**src/rtl/serial_sub_pkg.sv**
```systemverilog
// Shared definitions for the bit-serial subtractor: FSM state encoding and default width.
package serial_sub_pkg;

    localparam int unsigned DefaultWidth = 4;

    typedef enum logic [1:0] {
        StIdle  = 2'd0,
        StShift = 2'd1,
        StDone  = 2'd2
    } state_e;

endpackage

```
**src/rtl/serial_sub_if.sv**
```systemverilog
// Handshake and operand bus for serial_sub.
// Optional: SERIAL_SUB_OVF_EN adds the signed-overflow flag ovf.
interface serial_sub_if
    import serial_sub_pkg::*;
#(
    parameter int unsigned WIDTH = DefaultWidth
) ();

    logic             start;
    logic [WIDTH-1:0] a;
    logic [WIDTH-1:0] b;
    logic             bin;
    logic             busy;
    logic             done;
    logic [WIDTH-1:0] d;
    logic             bout;
`ifdef SERIAL_SUB_OVF_EN
    logic             ovf;

    modport master (output start, a, b, bin, input busy, done, d, bout, ovf);
    modport slave  (input start, a, b, bin, output busy, done, d, bout, ovf);
`else
    modport master (output start, a, b, bin, input busy, done, d, bout);
    modport slave  (input start, a, b, bin, output busy, done, d, bout);
`endif

endinterface

```
**src/rtl/serial_sub_full_subtractor_1.sv**
```systemverilog
// One-bit full subtractor: o_d = i_a - i_b - i_bin, o_bout is the borrow out.
module full_subtractor_1 (
    input  logic i_a,
    input  logic i_b,
    input  logic i_bin,
    output logic o_d,
    output logic o_bout
);

    // Borrow when b alone exceeds a, or when a == b and a borrow comes in.
    always_comb begin
        o_d    = i_a ^ i_b ^ i_bin;
        o_bout = (~i_a & i_b) | (~(i_a ^ i_b) & i_bin);
    end

endmodule

```
**src/rtl/serial_sub.sv**
```systemverilog
// Bit-serial WIDTH-bit subtractor, d = a - b - bin, LSB first through one full-subtractor cell.
// Optional: SERIAL_SUB_OVF_EN adds a registered signed-overflow output (bus.ovf).
module serial_sub
    import serial_sub_pkg::*;
#(
    parameter int unsigned WIDTH = DefaultWidth
) (
    input  logic         clk,
    input  logic         rst_n,
    serial_sub_if.slave  bus
);

    localparam int unsigned CntW = $clog2(WIDTH);

    state_e           r_state;
    logic [WIDTH-1:0] r_a_sr;
    logic [WIDTH-1:0] r_b_sr;
    logic [WIDTH-1:0] r_res;
    logic             r_borrow;
    logic [CntW-1:0]  r_cnt;
    logic             r_busy;
    logic             r_done;
    logic [WIDTH-1:0] r_d;
    logic             r_bout;

    logic             w_diff;
    logic             w_bout;
    logic             w_last;

    full_subtractor_1 u_fs (
        .i_a    (r_a_sr[0]),
        .i_b    (r_b_sr[0]),
        .i_bin  (r_borrow),
        .o_d    (w_diff),
        .o_bout (w_bout)
    );

    assign w_last = (r_cnt == CntW'(WIDTH - 1));

`ifdef SERIAL_SUB_OVF_EN
    logic r_a_msb;
    logic r_b_msb;
    logic r_ovf;

    // Operand sign bits are captured at start because the shift registers lose them.
    always_ff @(posedge clk or negedge rst_n) begin
        if (!rst_n) begin
            r_a_msb <= 1'b0;
            r_b_msb <= 1'b0;
            r_ovf   <= 1'b0;
        end else if (r_state == StIdle && bus.start) begin
            r_a_msb <= bus.a[WIDTH-1];
            r_b_msb <= bus.b[WIDTH-1];
        end else if (r_state == StShift && w_last) begin
            // w_diff is the result MSB on the final step.
            r_ovf <= (r_a_msb ^ r_b_msb) & (w_diff ^ r_a_msb);
        end
    end

    assign bus.ovf = r_ovf;
`endif

    // Control FSM and datapath registers; all outputs are registered.
    always_ff @(posedge clk or negedge rst_n) begin
        if (!rst_n) begin
            r_state  <= StIdle;
            r_a_sr   <= '0;
            r_b_sr   <= '0;
            r_res    <= '0;
            r_borrow <= 1'b0;
            r_cnt    <= '0;
            r_busy   <= 1'b0;
            r_done   <= 1'b0;
            r_d      <= '0;
            r_bout   <= 1'b0;
        end else begin
            r_done <= 1'b0;
            unique case (r_state)
                StIdle: begin
                    if (bus.start) begin
                        r_a_sr   <= bus.a;
                        r_b_sr   <= bus.b;
                        r_borrow <= bus.bin;
                        r_cnt    <= '0;
                        r_busy   <= 1'b1;
                        r_state  <= StShift;
                    end
                end
                StShift: begin
                    r_borrow <= w_bout;
                    r_res    <= {w_diff, r_res[WIDTH-1:1]};
                    r_a_sr   <= r_a_sr >> 1;
                    r_b_sr   <= r_b_sr >> 1;
                    r_cnt    <= r_cnt + CntW'(1);
                    if (w_last) begin
                        r_d     <= {w_diff, r_res[WIDTH-1:1]};
                        r_bout  <= w_bout;
                        r_done  <= 1'b1;
                        r_state <= StDone;
                    end
                end
                StDone: begin
                    r_busy  <= 1'b0;
                    r_state <= StIdle;
                end
                default: begin
                    r_busy  <= 1'b0;
                    r_state <= StIdle;
                end
            endcase
        end
    end

    assign bus.busy = r_busy;
    assign bus.done = r_done;
    assign bus.d    = r_d;
    assign bus.bout = r_bout;

endmodule
```
**src/flat_wrapper.sv**
```systemverilog
// flat-port wrapper written by rule: the top's interface ports become plain ports
module serial_sub_flat import serial_sub_pkg::*;
#(
    parameter int unsigned WIDTH = DefaultWidth
)
  (clk, rst_n, bus_start, bus_a, bus_b, bus_bin, bus_busy, bus_done, bus_d, bus_bout);
  serial_sub_if #(.WIDTH(WIDTH)) bus_i ();
  input  logic clk;
  input  logic rst_n;
  input wire logic [$bits(bus_i.start)-1:0] bus_start;
  input wire logic [$bits(bus_i.a)-1:0] bus_a;
  input wire logic [$bits(bus_i.b)-1:0] bus_b;
  input wire logic [$bits(bus_i.bin)-1:0] bus_bin;
  output wire logic [$bits(bus_i.busy)-1:0] bus_busy;
  output wire logic [$bits(bus_i.done)-1:0] bus_done;
  output wire logic [$bits(bus_i.d)-1:0] bus_d;
  output wire logic [$bits(bus_i.bout)-1:0] bus_bout;
  assign bus_i.start = bus_start;
  assign bus_i.a = bus_a;
  assign bus_i.b = bus_b;
  assign bus_i.bin = bus_bin;
  assign bus_busy = bus_i.busy;
  assign bus_done = bus_i.done;
  assign bus_d = bus_i.d;
  assign bus_bout = bus_i.bout;
  serial_sub #(.WIDTH(WIDTH)) u_core (.clk(clk), .rst_n(rst_n), .bus(bus_i));
endmodule
```
**config.mk**
```make
export PLATFORM = sky130hd
export DESIGN_NAME = serial_sub_flat
export DESIGN_NICKNAME = d
export VERILOG_FILES = /design/src/rtl/serial_sub_pkg.sv /design/src/rtl/serial_sub_if.sv /design/src/rtl/serial_sub_full_subtractor_1.sv /design/src/rtl/serial_sub.sv /design/src/flat_wrapper.sv
export SDC_FILE = /design/constraint.sdc
export NUM_CORES = 1
export LEC_CHECK = 0
export ABC_CLOCK_PERIOD_IN_PS = 1100
export CAP_MARGIN = 20
export CORE_AREA = 2 2 52 54
export CTS_CLUSTER_SIZE = 20
export DETAILED_ROUTE_END_ITERATION = 8
export DIE_AREA = 0 0 54 56
export GPL_ROUTABILITY_DRIVEN = 0
export HOLD_SLACK_MARGIN = 0.06
export PLACE_DENSITY = 0.73
export SLEW_MARGIN = 5
export SYNTH_ARGS = -nofsm -noshare
export SYNTH_HDL_FRONTEND = slang
export SYNTH_HIERARCHICAL = 1
export SYNTH_SLANG_ARGS = --single-unit
export TNS_END_PERCENT = 5
```
**constraint.sdc**
```tcl
create_clock -name clk -period 1.1 [get_ports clk]
set_input_delay 0.22 -clock clk [delete_from_list [all_inputs] [get_ports clk]]
set_output_delay 0.22 -clock clk [all_outputs]
set_load 0.005 [all_outputs]
```
* After elaboration in Yosys (flattened, before gate mapping)
Cells that the tools add are included.
W data, S select, Z words.
** Storage, ports and cells
- Register bits after elaboration :: 24
- Bits of input ports :: 12
- Output and inout bits :: 7
** Operators by class
- $add $sub $neg :: 1
- Equality and inequality tests :: 4
- Multiplexer cells :: 15
- Bitwise gates (word level) :: 8
- Reductions and logical operators :: 6
** Operators with widths (count)
- $pmux W4 S2 :: 2
- $mux W4 :: 2
- $pmux W2 S2 :: 2
- $reduce_and A2 Y1 :: 4
- $mux W2 :: 3
- $mux W1 :: 4
- $pmux W1 S2 :: 2
- $not A1 Y1 :: 3
- $add A2 B1 Y2 const B :: 1
- $and A1 B1 Y1 :: 2
- $eq A2 B1 Y1 const B :: 1
- $eq A2 B2 Y1 const B :: 1
- $logic_not A2 Y1 :: 1
- $ne A2 B1 Y1 const B :: 1
- $ne A2 B2 Y1 const B :: 1
- $reduce_bool A2 Y1 :: 1
- $xor A1 B1 Y1 :: 2
- $or A1 B1 Y1 :: 1

* Depth between registers and ports, before layout
- Depth in word-level cells :: 5
- Gate-level depth with buffers :: 4
- Depth with buffers taken out :: 4

* Modules after synthesis
The synthesis kept the hierarchy.
** By module, submodules not included
- serial_sub :: instances 1, cells an instance 75, area an instance 1027.2 um^2, sequential area each 575.6 um^2
- full_subtractor_1 :: instances 1, cells an instance 4, area an instance 31.3 um^2, sequential area each 0.0 um^2

* Worst setup path before layout
No wires, ideal clock.
- Path kind :: reg2reg
- Start :: register u_core.r_a_sr[0]
- End :: register u_core.r_res[3]
- Arrival time :: 1.111 ns
- Data required time :: 0.975 ns
- Path slack :: -0.136 ns
- Cell stages (with the launch flop) :: 3
- Buffers on the path :: 0
- Clock period less this slack :: 1.236 ns
- Path through :: dfrtp_1 fa_1 mux2_2
** On the way
- Word-level cells in the longest chain between the ends :: 2
** Ends and longest elaborated chain
- from (decl) :: line serial_sub.sv:16 : logic [WIDTH-1:0] r_a_sr;
- from (signal assigned) :: line serial_sub.sv:81 : r_a_sr <= bus.a;
- from (signal assigned) :: line serial_sub.sv:92 : r_a_sr <= r_a_sr >> 1;
- $xor A1 B1 Y1 (2 in series) :: line serial_sub_full_subtractor_1.sv:12 : o_d = i_a ^ i_b ^ i_bin;
- via u_core.w_diff :: line serial_sub.sv:26 : logic w_diff;
- to (signal assigned) :: line serial_sub.sv:91 : r_res <= {w_diff, r_res[WIDTH-1:1]};
- to (decl) :: line serial_sub.sv:18 : logic [WIDTH-1:0] r_res;
The timed path passes the listed nets, and every way through them passes these cells.
A chain may end at the register's enable or synchronous reset.

* Worst setup path in the final report
- Start :: register u_core.r_b_sr[0]
- End :: register u_core.r_d[3] (netlist: u_core/bus.d[3])
** On the way
- Word-level cells in the longest chain between the ends :: 2
** Ends and longest elaborated chain
- from (decl) :: line serial_sub.sv:17 : logic [WIDTH-1:0] r_b_sr;
- from (signal assigned) :: line serial_sub.sv:82 : r_b_sr <= bus.b;
- from (signal assigned) :: line serial_sub.sv:93 : r_b_sr <= r_b_sr >> 1;
- $xor A1 B1 Y1 (2 in series) :: line serial_sub_full_subtractor_1.sv:12
- via u_core.w_diff :: line serial_sub.sv:26
- to (signal assigned) :: line serial_sub.sv:96 : r_d <= {w_diff, r_res[WIDTH-1:1]};
- to (decl) :: line serial_sub.sv:23 : logic [WIDTH-1:0] r_d;
The timed path passes the listed nets, and every way through them passes these cells.

==> key figures <==
Yosys
  – YS warnings: 6
  – Syn nets: 93
  – Yosys reg bits: 23
  – Synth unique cells: 26
  – Synth Instances: 79
  – Post-Syn Area: between 1000 and 1500 um2
  – Seq/Total Area, Yosys: 0.544
  – Avg Cell Area, Syn: between 10 and 15 um2

Critical path
  – Data required time of the worst path: between 1 and 1.5 ns
  – Arrival time at the worst endpoint: between 1.5 and 2 ns
  – Critical path, cell by cell: inv_2, fa_1, mux2_2
  – Maximum fanout along the worst path: 2
  – Crit end category: flop
  – Critical path type: reg -> reg
  – Worst path max stage delay: about 0.50 ns
  – Type of origin of the critical path: flop
  – CP max stage cell: fa_1

STA
  – Minimum clock period: 1.31 ns
  – Final worst-path cycle share: 1.19
  – Final hold viol count: 0
  – RSZ-0062 raised after global routing: yes
  – Fmax: between 700 and 800 MHz
  – Clk_skew: around 0.0029 ns
  – Worst relative slew slack: 0.809
  – Actual slew at the worst max-slew pin: approximately 0.28 ns
  – Final Setup Violations: 20
  – Slew Viols, Final: 0
  – Setup ws final: -0.211 ns

Drt
  – Routed len/inst: 14.3 um
  – Final wirelength: 2.03 mm
  – Drt first-iter violations: 7
  – Drt drc: 0
  – Routed vias: 756
  – Antenna Nets Post-Route: 0
  – Avg Vias per Cell: ~5.3
  – 1st-pass router iterations: 4

Floorplan
  – Die extent in x: between 50 and 60 um
  – Site Rows: 18
  – IO Pins: 19
  – Die Span Y: 56 um
  – Die footprint: around 3000 um2
  – Initial Util: 0.435
  – Core footprint: between 2000 and 2500 um2

Final layout
  – Layout cells sized above 1: 0.491
  – Synthesis-to-finish area growth: 39.5%
  – N_diodes: 0
  – Layout Nets: ~130
  – Final Util: 0.607

GRT
  – Vias in the first global route: 807
  – Met3 usage: 0.0618
  – Largest net degree at the start of global routing: 24
  – Grt total ovfl: 0
  – GRT met2 Usage: 0.261
  – GR Util met1: 0.189
  – Global route hottest layer: met2
  – First-pass GRT wire length: 3.54 mm
  – Initial antenna violation count: 0
  – Total track usage: 0.158

Place
  – Detailed placement HPWL: 1.42 mm
  – Pre-CTS WS: -0.374 ns
  – I/O Buffers: 18

Clocking
  – Clock transition at path regs: 0.12 ns
  – CTS tree: built
  – Clk Tree Root Cell: clkbuf_4
  – Clk_lat worst skew: 0.30 ns
  – Clk sinks: 23
  – H-tree depth: 1
  – Cts bufs inserted: 3
  – Clock buffer depth: 2

Flow run
  – Max-cap violations: 0

Status
  – Violated checks: negative setup slack
  – Status: complete, but fails checks

Pwr
  – Power Total: 3.91 mW
  – Highest ir drop seen on vdd: 0.00158 V
  – Static Leak: 0.721 nW
  – PwrDens: roughly 2600 nW/um2

Worst hold path
  – Hold Crit Class: in -> async
## synth_stat cells, drive strengths merged
cell type,n,area [um2]
fa,1,20.0
ha,1,12.5
a21oi,2,10.0
nand3b,1,11.3
o21ba,1,10.0
o221a,4,45.0
a221oi,1,8.76
a211o,1,8.76
dfrtp,23,576
a22o,1,8.76
nor2b,1,6.26
or4b,4,40.0
mux2i,1,10.0
buf,4,32.5
clkbuf,1,5.00
mux2,8,90.1
inv,9,33.8
or2b,1,7.51
a21o,1,7.51
nor4b,3,26.3
nand2b,2,12.5
a211oi,2,15.0
nor4bb,2,20.0
nor3b,3,22.5
o21bai,1,18.8
## sequential cells by signal, summed over array words and instances, names as in the netlist
signal	flops
u_core/bus.bout	1
u_core/r_cnt	2
u_core/r_res	3
u_core/bus.done	1
u_core/r_a_sr	4
u_core/r_state	2
u_core/bus.busy	1
u_core/bus.d	4
u_core/r_borrow	1
u_core/r_b_sr	4
## where the power goes
group | switching [mW] | internal (mW) | total [mW] | leakage [nW]
Combinational | 0.742 | 1.24 | 1.98 | 0.432
Clock | 0.237 | 0.136 | 0.373 | 0.0177
Sequential | 0.303 | 1.25 | 1.55 | 0.271
## metrics by stage
| stage | cell area (um2) | TNS [ns] | instances | hold WS [ns] |
|---|---|---|---|---|
| 2_1_floorplan | 1060 | -1.15 | 79 | -0.0756 |
| 3_3_place_gp | 1340 | -4.91 | 134 | 0.465 |
| 3_5_place_dp | 1340 | -5.37 | 134 | 0.480 |
| 4_1_cts | 1440 | -2.01 | 141 | 0.247 |
| 5_1_grt | 1480 | -2.69 | 142 | 0.232 |
| 6_report | 1480 | -1.69 | 142 | 0.249 |
## path summary, 6_finish.rpt
path	from	end	slack (ns)	depth (start not counted)
setup / recovery	u_core/r_b_sr[0]$_DFFE_PN0P_	u_core/bus.d[3]$_DFFE_PN0P_	-0.21	3
max in group asynchronous	rst_n	u_core/r_state[1]$_DFFE_PN0P_	0.70	2
hold reg to reg	u_core/bus.d[3]$_DFFE_PN0P_	u_core/bus.d[3]$_DFFE_PN0P_	0.52	1
min in group clk	bus_start	u_core/r_borrow$_DFFE_PN0P_	0.45	3
hold / removal	rst_n	u_core/bus.bout$_DFFE_PN0P_	0.25	2
setup reg to reg	u_core/r_b_sr[0]$_DFFE_PN0P_	u_core/bus.d[3]$_DFFE_PN0P_	-0.21	3
## layout by cell type (no fill, tap or decap), types with 2 or more instances in the layout
cell,instances
nor4bb_2,2
nor3b_2,2
dfrtp_1,21
or4b_1,4
a211oi_2,2
buf_4,13
buf_6,2
a21oi_1,2
clkbuf_2,7
dfrtp_2,2
mux2_4,5
nand2b_1,2
clkdlybuf4s50_1,10
mux2_2,3
inv_2,2
o221a_2,4
clkbuf_4,3
inv_1,7
## final cells by class
type | count | area [um2]
Clock buffer | 3 | 22.5
Clock inverter | 1 | 5.00
Sequential cell | 23 | 578
Timing Repair Buffer | 34 | 288
Inverter | 9 | 33.8
Fill cell | 218 | 956
Multi-Input combinational cell | 42 | 512
Tap cell | 30 | 37.5
## worst max-delay path, delay by kind of cell (launching register included)
kind                     cells  cell delay, ns
flip-flops                   1            0.39
buffers and inverters        1            0.05
adder cells (fa/ha/maj)      1            0.50
multiplexers                 1            0.27
## logic make-up (layout without fill, tap and decap cells)
kind of cell,Yosys count,count (layout),share of synthesized area
and+or+nand+nor,17,17,0.138
DFF,23,23,0.544
AOI/OAI and AO/OA,14,14,0.125
adders and majority gates,2,2,0.0307
muxes,9,9,0.0946
buffers and inverters,14,47,0.0674
## what timing repair did
item | in CTS | in global routing
resized for setup | 28 | 18
hold buffers | 0 | 0
buffers inserted | 3 | 1
pin swaps | 5 | 4
endpoints found under the setup margin | 28 | 28
## per-layer routing
layer | part of all wire | up-vias | wire length [um]
met1 | 0.39 | 383 | 788
li1 | - | 352 | -
met4 | 0.013 | 0 | 26
met2 | 0.55 | 17 | 1120
met3 | 0.047 | 4 | 96
met5 | 0 | - | 0
No activity file was read; power rests on OpenSTA's default activity.
